### config.mk
export PLATFORM = sky130hd
export DESIGN_NAME = regfile_wb_arbiter
export DESIGN_NICKNAME = d
export VERILOG_FILES = /design/src/rtl/regfile_wb_arbiter_pkg.sv /design/src/rtl/regfile_wb_arbiter_fifo.sv /design/src/rtl/regfile_wb_arbiter.sv
export SDC_FILE = /design/constraint.sdc
export NUM_CORES = 1
export LEC_CHECK = 0
export ABC_AREA = 1
export ABC_CLOCK_PERIOD_IN_PS = 2800
export BUFFER_PORTS_ARGS = -buffer_cell sky130_fd_sc_hd__buf_2
export CORE_MARGIN = 2
export CORE_UTILIZATION = 25
export CTS_BUF_LIST = sky130_fd_sc_hd__clkbuf_4
export CTS_CLUSTER_DIAMETER = 50
export DETAILED_ROUTE_END_ITERATION = 8
export GPL_TIMING_DRIVEN = 0
export MAX_ROUTING_LAYER = met4
export PLACE_DENSITY_LB_ADDON = 0.15
export SYNTH_ARGS = -nofsm -noshare
export SYNTH_HDL_FRONTEND = slang
export SYNTH_HIERARCHICAL = 1
export SYNTH_SLANG_ARGS = --single-unit
### constraint.sdc
create_clock -name clk -period 2.8 [get_ports clk]
set_input_delay 0.28 -clock clk [delete_from_list [all_inputs] [get_ports clk]]
set_output_delay 0.28 -clock clk [all_outputs]
set_load 0.005 [all_outputs]
### src/rtl/regfile_wb_arbiter_pkg.sv
// Shared types for the register-file write-port arbiter: register address and
// the buffered multi-cycle result entry.
package regfile_pkg;
    localparam int REG_ADDR_W = 5;
    localparam int XLEN       = 32;
    localparam int REGS       = 32;

    typedef logic [REG_ADDR_W-1:0] reg_addr_t;

    typedef struct packed {
        reg_addr_t       rd;
        logic [XLEN-1:0] data;
        logic            live;
    } wb_entry_t;
endpackage

### src/rtl/regfile_wb_arbiter_fifo.sv
// Circular buffer of multi-cycle results. Every entry can be killed by a
// younger pipeline write to the same register.
module wb_fifo
    import regfile_pkg::*;
#(
    parameter int DEPTH = 4
) (
    input  logic                       clk,
    input  logic                       rst_n,
    input  logic                       push_i,
    input  wb_entry_t                  push_entry_i,
    input  logic                       pop_i,
    input  logic                       kill_en_i,
    input  reg_addr_t                  kill_rd_i,
    output wb_entry_t                  head_o,
    output logic [$clog2(DEPTH):0]     count_o,
    output logic                       full_o,
    output logic                       empty_o,
    output logic [DEPTH-1:0]           live_o,
    output reg_addr_t                  rd_o [DEPTH]
);
    localparam int PW = $clog2(DEPTH);
    localparam int CW = PW + 1;

    reg_addr_t         rd_q   [DEPTH];
    logic [XLEN-1:0]   data_q [DEPTH];
    logic [DEPTH-1:0]  live_q, live_d;
    logic [PW-1:0]     wr_ptr_q, rd_ptr_q;
    logic [CW-1:0]     count_q, count_d;

    // Push wins over kill on the written slot: a same-cycle enqueue stays live.
    always_comb begin
        live_d = live_q;
        for (int i = 0; i < DEPTH; i++) begin
            if (kill_en_i && live_q[i] && (rd_q[i] == kill_rd_i)) live_d[i] = 1'b0;
            if (pop_i && (rd_ptr_q == PW'(i)))                    live_d[i] = 1'b0;
            if (push_i && (wr_ptr_q == PW'(i)))                   live_d[i] = 1'b1;
        end
        count_d = count_q + CW'(push_i) - CW'(pop_i);
    end

    always_ff @(posedge clk or negedge rst_n) begin
        if (!rst_n) begin
            live_q   <= '0;
            wr_ptr_q <= '0;
            rd_ptr_q <= '0;
            count_q  <= '0;
        end else begin
            live_q  <= live_d;
            count_q <= count_d;
            if (push_i) wr_ptr_q <= wr_ptr_q + 1'b1;
            if (pop_i)  rd_ptr_q <= rd_ptr_q + 1'b1;
        end
    end

    always_ff @(posedge clk) begin
        if (push_i) begin
            rd_q[wr_ptr_q]   <= push_entry_i.rd;
            data_q[wr_ptr_q] <= push_entry_i.data;
        end
    end

    always_comb begin
        head_o.rd   = rd_q[rd_ptr_q];
        head_o.data = data_q[rd_ptr_q];
        head_o.live = live_q[rd_ptr_q];
        for (int i = 0; i < DEPTH; i++) rd_o[i] = rd_q[i];
    end

    assign live_o  = live_q;
    assign count_o = count_q;
    assign full_o  = (count_q == CW'(DEPTH));
    assign empty_o = (count_q == '0);
endmodule

### src/rtl/regfile_wb_arbiter.sv
// Merges pipeline writeback (priority) and buffered multi-cycle results onto
// the single register-file write port, and exports the pending-write mask.
module regfile_wb_arbiter
    import regfile_pkg::*;
#(
    parameter int DEPTH = 4,
    parameter int XLEN  = 32,
    parameter int REGS  = 32
) (
    input  logic                   clk,
    input  logic                   rst_n,
    input  logic                   wb_valid,
    input  logic [4:0]             wb_rd,
    input  logic [XLEN-1:0]        wb_data,
    input  logic                   mdu_valid,
    output logic                   mdu_ready,
    input  logic [4:0]             mdu_rd,
    input  logic [XLEN-1:0]        mdu_data,
    output logic                   w_en,
    output logic [4:0]             w_adr,
    output logic [XLEN-1:0]        w_data,
    output logic [REGS-1:0]        pending,
    output logic [$clog2(DEPTH):0] count
);
    wb_entry_t        push_entry, head;
    logic             wb_hit, push, pop, full, empty;
    logic [DEPTH-1:0] live;
    reg_addr_t        ent_rd [DEPTH];

    logic             w_en_q, w_en_d;
    logic [4:0]       w_adr_q, w_adr_d;
    logic [XLEN-1:0]  w_data_q, w_data_d;

    assign wb_hit    = wb_valid && (wb_rd != '0);
    assign mdu_ready = !full;
    // x0 results complete the handshake but are never stored.
    assign push      = mdu_valid && !full && (mdu_rd != '0);
    assign pop       = !wb_hit && !empty;

    always_comb begin
        push_entry.rd   = mdu_rd;
        push_entry.data = mdu_data;
        push_entry.live = 1'b1;
    end

    wb_fifo #(.DEPTH(DEPTH)) u_fifo (
        .clk          (clk),
        .rst_n        (rst_n),
        .push_i       (push),
        .push_entry_i (push_entry),
        .pop_i        (pop),
        .kill_en_i    (wb_hit),
        .kill_rd_i    (wb_rd),
        .head_o       (head),
        .count_o      (count),
        .full_o       (full),
        .empty_o      (empty),
        .live_o       (live),
        .rd_o         (ent_rd)
    );

    // A killed head still pops, costing one idle write cycle.
    always_comb begin
        w_en_d   = 1'b0;
        w_adr_d  = w_adr_q;
        w_data_d = w_data_q;
        if (wb_hit) begin
            w_en_d   = 1'b1;
            w_adr_d  = wb_rd;
            w_data_d = wb_data;
        end else if (pop && head.live) begin
            w_en_d   = 1'b1;
            w_adr_d  = head.rd;
            w_data_d = head.data;
        end
    end

    always_ff @(posedge clk or negedge rst_n) begin
        if (!rst_n) begin
            w_en_q   <= 1'b0;
            w_adr_q  <= '0;
            w_data_q <= '0;
        end else begin
            w_en_q   <= w_en_d;
            w_adr_q  <= w_adr_d;
            w_data_q <= w_data_d;
        end
    end

    always_comb begin
        pending = '0;
        for (int i = 0; i < DEPTH; i++) begin
            if (live[i]) pending[ent_rd[i]] = 1'b1;
        end
        pending[0] = 1'b0;
    end

    assign w_en   = w_en_q;
    assign w_adr  = w_adr_q;
    assign w_data = w_data_q;
endmodule

==> impl_metrics.tcl <==
set metrics [dict create \
    status "finished clean" \
    critPathLaunch "u_fifo/rd_q[3][0]$_DFFE_PP_" \
    power.internal_mw 5.96 \
    setup_viol 0 \
    drt_iter0_markers 472 \
    fmax_mhz 384 \
    grt_pass1_vias 8521 \
    post-cts-setup-buffers 0 \
    die_w_um 202 \
    gr-max-usage-layer "met2" \
    finalHoldViolCount 0 \
    finalNetCount 1433 \
    period_needed_ps 2600 \
    rsz0062_at_grt "false" \
    use_met1_pct 24.0 \
    dr.pass1.iters 5 \
    cts_buffer_depth 2 \
    p_seq_share_pct 40.9 \
    area_delta_synth_final_pct 25.6 \
    wl_per_cell_um 18.4 \
    r2r_slack_ps 210 \
    cp.required_ps 2520 \
    arrival_ps 2320 \
    r2r_end "w_data[26]$_DFFE_PN0P_" \
    final_common_cell "nand2_1" \
    die_area_um2 40600 \
    clk_pin_slew_ps 180 \
    cp-endpoint "pending[1]" \
    leakage_nw 5.43 \
    min_path_type "input port to flip-flop" \
    grt_use_met2_pct 28.0 \
    syn_nets 1190 \
    clock_skew_ps 41.9 \
    ir_worst_vdd_uv 358 \
    power_frac_comb_pct 44.2 \
    antenna_found_initial 5 \
    worstReg2RegStart "u_fifo/rd_ptr_q[1]$_DFFE_PN0P_" \
    core_area_um2 38600 \
    clk_latency_ps 630 \
    avgSynthCellArea_um2 8.87 \
    dp_hpwl_um 23500 \
    power.switching_mw 4.86 \
    grt_usage_pct 17.7 \
    cts_tree "built" \
    layout_common_cells "nand2_1, buf_2, nor2_1" \
    cp-end-kind "primary output" \
    grt-ovfl-total 0 \
    switching_share_pct 44.9 \
    critPathKind "flip-flop to primary output" \
    syn_area_um2 9760 \
    root_buffer "clkbuf_4" \
    period_share_pct 93.0 \
    drive_gt1_share_pct 17.8 \
    grt_start_max_net_pins 50 \
    port_buffers 150 \
    drcViolationCount 0 \
    die_h_um 202 \
    detail-route-antenna-nets 0 \
    finalPower_mw 10.8 \
    htreeDepth 4 \
    max_cap_violations 0 \
    tightest_slew_ps 849 \
    numCtsBuffers 17 \
    io_pins 152 \
    path_max_fanout 8 \
    yosysWarnings 6 \
    vias 8586 \
    drv_slew 0 \
    initial_core_util_pct 25.3 \
    whs_ps 90.5 \
    p_clk_share_pct 14.9 \
    startpoint_type "flip-flop" \
    num_rows 72 \
    vias_per_cell 4.57 \
    gp_congestion 0.843 \
    powerDensity_nw_per_um2 882 \
    grt_pass1_wl_um 52300 \
    clkSinkCount 197 \
    met3_usage_pct 2.54 \
    reg2reg_depth 12 \
    wl_um 34600 \
    synthCells 1101 \
    max-slew-margin-rel_pct 43.2 \
]
-- flip-flops by register name, indices dropped and copies added (netlist names) --
name / cells
u_fifo/count_o: 3
u_fifo/data_q: 128
u_fifo/live_o: 4
u_fifo/rd_ptr_q: 2
u_fifo/rd_q: 20
u_fifo/wr_ptr_q: 2
w_adr: 5
w_data: 32
w_en: 1
-- repair_timing --
action                                  CTS  global route
endpoints found under the setup margin    0             3
resized for setup                         0             1
hold endpoints to repair                206             0
hold buffers                             70             0
-- worst max-delay path, cell delays in order (launching register included) --
cell,delay [ps]
edfxtp_1,540
nand2_1,90
nor2_1,660
a21oi_1,150
nand2_1,150
buf_2,130
-- layout make-up --
cell class / instances / area (um^2)
Fill cell: 4184 / 26300
Clock buffer: 17 / 128
Antenna cell: 5 / 12.5
Timing Repair Buffer: 224 / 1530
Sequential cell: 197 / 5670
Multi-Input combinational cell: 752 / 3400
Clock inverter: 15 / 181
Buffer: 49 / 300
Tap cell: 518 / 648
Inverter: 103 / 389
-- power by group through the flow --
stage,Sequential (mW),Combinational (mW),Clock [mW]
floorplan,4.40,2.73,0
global placement,4.52,4.64,0
detailed placement,4.49,4.74,0
CTS,4.43,4.84,1.67
global route,4.51,5.32,1.77
finish,4.42,4.78,1.61
-- per-layer routing --
layer	vias to the layer above	wire, um
li1	4175	-
met1	4173	16500
met2	221	16400
met3	17	1410
met4	0	332
met5	-	0
-- per-stage QoR --
stage | std cells | util [%] | TNS, ps | cell area [um^2] | setup slack [ps]
final | 1880 | 31.8 | 0 | 12300 | 197
after global placement | 1769 | 28.9 | -61200 | 11200 | -489
after global routing | 1880 | 31.8 | 0 | 12300 | 70.1
after detailed placement | 1773 | 29.2 | -114 | 11200 | -84.2
after floorplan | 1101 | - | 0 | 9760 | 601
after CTS | 1875 | 31.8 | 0 | 12300 | 148
-- how the worst min path moves through the flow --
stage | startpoint | end | slack, ps | depth (start not counted)
final | wb_rd[0] | w_adr[0]$_DFFE_PN0P_ | 90 | 5
after global placement | w_adr[0]$_DFFE_PN0P_ | w_adr[0]$_DFFE_PN0P_ | 490 | 2
after floorplan | rst_n | u_fifo/count_o[0]$_DFF_PN0_ | -20 | 0
after detailed placement | w_data[23]$_DFFE_PN0P_ | w_data[23]$_DFFE_PN0P_ | 490 | 2
after CTS | wb_rd[0] | w_adr[0]$_DFFE_PN0P_ | 10 | 5
after global routing | wb_rd[0] | w_adr[0]$_DFFE_PN0P_ | 40 | 5
(Power assumes the default switching activity.)
